==> src/rtl/rr_arb_mux_pkg.sv <==
// Shared helpers for rr_arb_mux and later muxes/arbiters.
// Index-width and wrap helpers.
package rr_arb_mux_pkg;

    function automatic int clog2(input int n);
        int r;
        r = 0;
        while ((1 << r) < n) r++;
        return r;
    endfunction

    function automatic int wrap_idx(input int a, input int n);
        return (a >= n) ? a - n : a;
    endfunction

endpackage

==> src/rtl/rr_grant.sv <==
// Rotating priority encoder: first requester at or after ptr wins.
// Emits a one-hot grant, its encoded index and an any-request flag.
module rr_grant
    import rr_arb_mux_pkg::*;
#(
    parameter int NCH = 4,
    localparam int CW = clog2(NCH)
) (
    input  logic [NCH-1:0] req,
    input  logic [CW-1:0]  ptr,
    output logic [NCH-1:0] grant,
    output logic [CW-1:0]  gidx,
    output logic           any
);

    int j;

    always_comb begin
        grant = '0;
        gidx  = '0;
        any   = 1'b0;
        j     = 0;
        for (int k = 0; k < NCH; k++) begin
            j = wrap_idx(int'(ptr) + k, NCH);
            if (!any && req[j]) begin
                any      = 1'b1;
                grant[j] = 1'b1;
                gidx     = CW'(j);
            end
        end
    end

endmodule

==> src/rtl/rr_arb_mux.sv <==
// N-channel round-robin arbitrating mux with a one-entry output register.
// Define RR_ARB_MUX_FIXED_PRIO_EN for fixed lowest-index-first priority.
module rr_arb_mux
    import rr_arb_mux_pkg::*;
#(
    parameter int WIDTH = 8,
    parameter int NCH   = 4,
    localparam int CW   = clog2(NCH)
) (
    input  logic                 clk,
    input  logic                 rst,
    input  logic [NCH-1:0]       in_valid,
    input  logic [NCH*WIDTH-1:0] in_data,
    output logic [NCH-1:0]       in_ready,
    output logic                 out_valid,
    output logic [WIDTH-1:0]     out_data,
    output logic [CW-1:0]        out_ch,
    input  logic                 out_ready
);

    logic             load;
    logic             xfer;
    logic             any;
    logic [NCH-1:0]   grant;
    logic [CW-1:0]    gidx;
    logic [CW-1:0]    ptr;
    logic [WIDTH-1:0] win_data;

    logic             out_valid_q, out_valid_d;
    logic [WIDTH-1:0] out_data_q, out_data_d;
    logic [CW-1:0]    out_ch_q, out_ch_d;

    rr_grant #(.NCH(NCH)) u_grant (
        .req   (in_valid),
        .ptr   (ptr),
        .grant (grant),
        .gidx  (gidx),
        .any   (any)
    );

    assign load     = !out_valid_q || out_ready;
    assign xfer     = any && load && !rst;
    assign in_ready = rst ? '0 : (grant & {NCH{load}});
    assign win_data = in_data[int'(gidx)*WIDTH +: WIDTH];

`ifdef RR_ARB_MUX_FIXED_PRIO_EN
    assign ptr = '0;
`else
    logic [CW-1:0] ptr_q, ptr_d;

    // Pointer moves past the winner only on an accepted beat.
    always_comb begin
        ptr_d = ptr_q;
        if (xfer) begin
            ptr_d = (gidx == CW'(NCH - 1)) ? '0 : gidx + 1'b1;
        end
    end

    always_ff @(posedge clk or posedge rst) begin
        if (rst) begin
            ptr_q <= '0;
        end else begin
            ptr_q <= ptr_d;
        end
    end

    assign ptr = ptr_q;
`endif

    always_comb begin
        out_valid_d = out_valid_q;
        out_data_d  = out_data_q;
        out_ch_d    = out_ch_q;
        if (xfer) begin
            out_valid_d = 1'b1;
            out_data_d  = win_data;
            out_ch_d    = gidx;
        end else if (out_ready) begin
            out_valid_d = 1'b0;
        end
    end

    always_ff @(posedge clk or posedge rst) begin
        if (rst) begin
            out_valid_q <= 1'b0;
            out_data_q  <= '0;
            out_ch_q    <= '0;
        end else begin
            out_valid_q <= out_valid_d;
            out_data_q  <= out_data_d;
            out_ch_q    <= out_ch_d;
        end
    end

    assign out_valid = out_valid_q;
    assign out_data  = out_data_q;
    assign out_ch    = out_ch_q;

endmodule

==> config.mk <==
export PLATFORM = sky130hd
export DESIGN_NAME = rr_arb_mux
export DESIGN_NICKNAME = d
export VERILOG_FILES = /design/src/rtl/rr_arb_mux_pkg.sv /design/src/rtl/rr_grant.sv /design/src/rtl/rr_arb_mux.sv
export SDC_FILE = /design/constraint.sdc
export NUM_CORES = 1
export LEC_CHECK = 0
export ABC_AREA = 0
export CORE_AREA = 2 2 61 63
export DETAILED_ROUTE_END_ITERATION = 12
export DIE_AREA = 0 0 63 65
export GPL_ROUTABILITY_DRIVEN = 0
export GPL_TIMING_DRIVEN = 1
export PLACE_DENSITY = 0.88
export REMOVE_ABC_BUFFERS = 1
export SLEW_MARGIN = 20
export SYNTH_ARGS = -nofsm -noshare
export SYNTH_HDL_FRONTEND = slang
export SYNTH_SLANG_ARGS = --single-unit
==> constraint.sdc <==
create_clock -name clk -period 5.21 [get_ports clk]
set_clock_uncertainty 0.1 [all_clocks]
set_input_delay 0.7815 -clock clk [delete_from_list [all_inputs] [get_ports clk]]
set_output_delay 0.7815 -clock clk [all_outputs]
set_load 0.05 [all_outputs]
; Word-level counts from Yosys, hierarchy flattened
; Cells that the tools add are included.
[totals]
wordCells = 86
regBits = 13
out_inout_bits = 15
input_bits = 39
[op_classes]
order_cmp = 12
muxes = 40
shifts = 1
n_bitwise = 4
n_addsub = 8
reduce_logical = 16
n_eq_ne = 1
[ops]
columns = operator, count
row1 = greater-or-equal comparator 32 x 1 -> 1 bit (second input constant), 4
row2 = < comparator 32 x 4 -> 1 bit (second input constant), 4
row3 = 2-to-1 mux 32 bit, 4
row4 = greater-or-equal comparator 32 x 4 -> 1 bit (second input constant), 3
row5 = subtractor 32 x 4 -> 32 bit (second input constant), 3
row6 = variable part select 32 x 6 -> 8 bit, 1
row7 = 2-to-1 mux 4 bit, 5
row8 = 2-to-1 mux 1 bit, 18
row9 = OR 4 bit, 3
row10 = 2-to-1 mux 2 bit, 5
row11 = logical AND 1 bit, 9
row12 = binary-select mux 1 bit (select 2 bit), 4
row13 = demux 1 bit (select 2 bit), 4
row14 = adder 2 x 2 -> 3 bit (second input constant), 2
row15 = logical NOT 1 bit, 5
row16 = bitwise AND 4 bit, 1
row17 = subtractor 2 x 3 -> 4 bit (second input constant), 1
row18 = adder 2 x 1 -> 3 bit (second input constant), 1
row19 = greater-or-equal comparator 2 x 3 -> 1 bit (second input constant), 1
row20 = adder 2 x 1 -> 2 bit (second input constant), 1
row21 = == test 2 bit (second input constant), 1
row22 = nonzero test 2 bit, 1
row23 = logical OR 1 bit, 1

; Longest topological paths before layout
[depth]
ltp_word = 18
ltp_mapped = 15
mapped_depth_nobuf = 10

; Modules after synthesis
; A second synthesis with hierarchy kept.
[hier_totals]
cells_unflattened = 95
area_unflattened_um2 = 1244.9
[modules_own_cells]
columns = module, cells_each, seq_area_each_um2, instances, area_per_inst_um2
row1 = rr_arb_mux, 47, 325.3, 1, 784.5
row2 = rr_grant, 48, 0.0, 1, 460.4

; Worst setup path before layout
; Ideal clock, no wire load.
[synth_path]
path_type = reg-to-output
startpoint = register ptr_q[0] (netlist: ptr[0])
endpoint = output in_ready[1]
arrival_time_ns = 2.960
path_stages_with_launch = 14
setup_slack_ns = 1.369
required_time_ns = 4.329
cell_sequence = dfrtp_1 -> buf_6 -> buf_6 -> inv_1 -> clkbuf_1 -> ha_1 -> mux4_2 -> buf_6 -> nor2b_4 -> buf_6 -> a22oi_1 -> nor2_1 -> a221oi_1 -> nor2_1
[synth_between]
elab_chain_len = 17
elab_cells_between_ends = 65
cone_classes = 7 x add/sub / 12 x order compare / 32 x mux / 4 x bitwise / 10 x reduce/logical
[synth_rtl]
columns = item, line
row1 = from (decl), rr_arb_mux.sv:49  ; logic [CW-1:0] ptr_q, ptr_d;
row2 = from (signal assigned), rr_arb_mux.sv:63  ; ptr_q <= ptr_d;
row3 = "parallel branches: the longest is 14 deep, another holds subtractor 32 x 4 -> 32 bit", --
row4 = 2-to-1 mux 4 bit (*), rr_grant.sv:25  ; if (!any && req[j]) begin
row5 = bitwise AND 4 bit (*), rr_arb_mux.sv:43  ; assign in_ready = rst ? '0 : (grant & {NCH{load}});
row6 = 2-to-1 mux 4 bit (*), rr_arb_mux.sv:43
row7 = to (decl), rr_arb_mux.sv:14  ; output logic [NCH-1:0] in_ready,
; Every way passes the cells marked *. The select of a mux whose other input is x is not followed.

; Worst setup path after layout
[layout_path]
startpoint = register ptr_q[0] (netlist: ptr[0])
endpoint = output in_ready[2]
; Same word-level chain as after synthesis.

==> impl_metrics.csv <==
group,metric,value,unit
route,drt.antenna.violating_nets,0,
setup_path,worstSetupEndpointType,"output pin",
setup_path,startpoint_type,"flip-flop",
logic_synthesis,synthAdderAreaFrac,0.03695,
power_and_ir_drop,p_leak,0.0008317,uW
logic_synthesis,async_reset_ff_frac,1.000,
grt,antenna_found_initial,0,
timing,grt_setup_unrepaired,"false",
timing,clock.fmax,234.3,MHz
clocking,cts_inserted_buffers,3,
clocking,cts_hold_buf,0,
route,via_per_inst,6.198,
grt,grt_max_degree,36,
die,die_h,65,um
logic_synthesis,synth_mux_area_frac,0.08352,
logic_synthesis,synth_edf_count,0,
setup_path,cp.required,4.33,ns
logic_synthesis,synthCells,221,
place,place_ws,1.266,ns
setup_path,cp_max_fo,35,
power_and_ir_drop,vdd_drop_max,0.3066,mV
timing,slew_viol_final,0,
logic_synthesis,synth_compound_area_frac,0.3237,
layout,num_antenna_cells,0,
logic_synthesis,ys_warn_count,0,
timing,fin_ws,0.9420,ns
die,die-area,0.004095,mm^2
timing,tightestPinTransition,0.7330,ns
timing,tns,0,ns
power_and_ir_drop,power_frac_comb,0.805,
logic_synthesis,synth.distinct_cells,52,
timing,setup_violations,0,
grt,gr-usage-all-layers,0.2344,
clocking,htree_levels,1,
power_and_ir_drop,switching_share,0.5609,
power_and_ir_drop,pwr-share-seq,0.142,
clocking,clkTransAtPathRegs,0.09,ns
route,dr.pass1.iters,4,
die,dieWidth,63,um
grt,grt_pass1_wl,8059,um
logic_synthesis,synth_top_flop_cell,"dfrtp_1",
place,port_buffers,53,
clocking,clockBufferDepth,2,
logic_synthesis,synth_top_family_by_area,"compound AO/OA/AOI/OAI gates",
die,core_area,0.003496,mm^2
grt,grt_pass1_vias,1757,
route,wl_per_cell,15.23,um
clocking,clock-root-buffer,"clkbuf_4",
flow_run,max-cap-violations,0,
layout,drive_above_1_share,0.07692,
logic_synthesis,ys_ff_latch,13,
setup_path,critPathKind,"flip-flop to output pin",
timing,slew-limit-headroom,0.5092,
clocking,post_cts_buffers,0,
timing,period_needed,4.268,ns
power_and_ir_drop,p_int,556.8,uW
run_status,status,"finished clean",
logic_synthesis,synth_xor_xnor_area_share,0,
hold_path,min_path_type,"flip-flop to flip-flop",
clocking,clk_latency,0.28,ns
layout,area_growth,29.19,%
layout,layout.nets,305,
die,fp-row-count,22,
layout,final_cell_mix,"clkdlybuf4s50_1, nand2_1, nor2_1, a221oi_1, a21oi_1",
timing,period_share,0.8192,
place,dp_hpwl,3455,um
grt,grt_overflow,0,
power_and_ir_drop,switchingPower,711.4,uW
route,wl,4690,um
power_and_ir_drop,pwr-share-clk,0.053,
route,drtIter0Drc,203,
logic_synthesis,avgSynthCellArea,7.660,um^2
layout,final_common_cell,"clkdlybuf4s50_1",
power_and_ir_drop,p_per_area,579.9,mW/mm^2
setup_path,critPathArrivalTime,3.39,ns
route,num_vias,1909,
route,drc,0,
timing,hold_viol,0,
logic_synthesis,yosysSeqAreaShare,0.1922,
logic_synthesis,syn_area,0.001693,mm^2
die,initial_utilization,0.4843,
clocking,cts_sinks,13,
logic_synthesis,yosys.area_share.simple,0.2683,
clocking,cts_tree,"built",
die,ios,54,
clocking,cts_resized,0,
==> registers in the layout, summed over array words and instances, names as in the netlist <==
register   cells
ptr            2
out_data       8
out_ch         2
out_valid      1
==> power groups by stage <==
| stage | Clock, uW | Sequential [uW] | Combinational [uW] |
|---|---|---|---|
| floorplan | 0 | 333 | 598 |
| global placement | 0 | 180 | 995 |
| detailed placement | 0 | 183 | 1020 |
| CTS | 66.0 | 181 | 1020 |
| global route | 71.2 | 187 | 1120 |
| finish | 66.8 | 180 | 1020 |
==> cells in the mapped netlist, drive strengths merged, types with 2 or more instances <==
library cell,count,area share
nand2,29,0.069
a221oi,18,0.093
nor2,18,0.040
a21oi,16,0.047
dfrtp,13,0.19
buf,12,0.055
inv,10,0.022
o21ai,8,0.024
clkbuf,7,0.016
nand3,7,0.021
o31ai,7,0.034
o211ai,6,0.027
or3,6,0.025
or4,6,0.027
ha,5,0.037
nand4,5,0.018
a22oi,4,0.018
a311oi,4,0.021
mux2i,4,0.024
mux2,3,0.020
mux4,3,0.040
nor3,3,0.0089
o21a,3,0.013
o22ai,3,0.011
nor2b,2,0.012
or2,2,0.0074
==> kinds of logic after synthesis <==
logic type | after synthesis
muxes | 10
AOI/OAI and AO/OA | 76
buffers and inverters | 30
and+or+nand+nor | 87
DFF | 13
adders and majority gates | 5
==> per-stage QoR <==
stage	total power, uW	area, um^2	hold slack [ns]	std cells	utilization
after floorplan	930.9	1573	0.5795	202	-
after global placement	1175	2161	0.3617	304	0.6181
after detailed placement	1200	2161	0.3693	304	0.6181
after CTS	1266	2187	0.3893	308	0.6256
after global routing	1377	2187	0.4364	308	0.6256
final	1268	2187	0.3812	308	0.6256
==> routing by layer <==
metal  up-vias  track usage  share of wire
met1       896       0.3319           0.45
met2        75       0.3737           0.46
li1        930            -              -
met5         -            0              0
met3         8      0.03819          0.073
met4         0      0.05278         0.0090
==> worst paths after layout <==
check / cells past startpoint / slack (ns) / start / endpoint
max: 10 / 0.94 / ptr[0] / in_ready[2]
min: 2 / 0.38 / out_ch[0] / out_ch[0]
max reg2reg: 10 / 1.50 / ptr[0] / out_data[4]
min reg2reg: 2 / 0.38 / out_ch[0] / out_ch[0]
max in group asynchronous: 2 / 3.86 / rst / out_data[5]
min in group asynchronous: 2 / 0.76 / rst / out_data[1]
==> layout make-up <==
cell class	count	area, um^2
Multi-Input combinational cell	178	1206
Fill cell	323	1309
Tap cell	48	60.06
Inverter	11	41.29
Sequential cell	13	325.3
Timing Repair Buffer	54	528.0
Clock buffer	4	26.28
==> worst max-delay path, cell delays in order, from the launching register on <==
cell and delay (ns):
dfrtp_1 0.33, buf_4 0.32, inv_1 0.25, ha_1 0.62
mux4_2 0.70, nor2b_4 0.26, a22oi_1 0.09, nor2_1 0.10
a221oi_1 0.06, nor2_1 0.14, buf_4 0.22
Note: power is estimated with default switching activity, not from simulation.
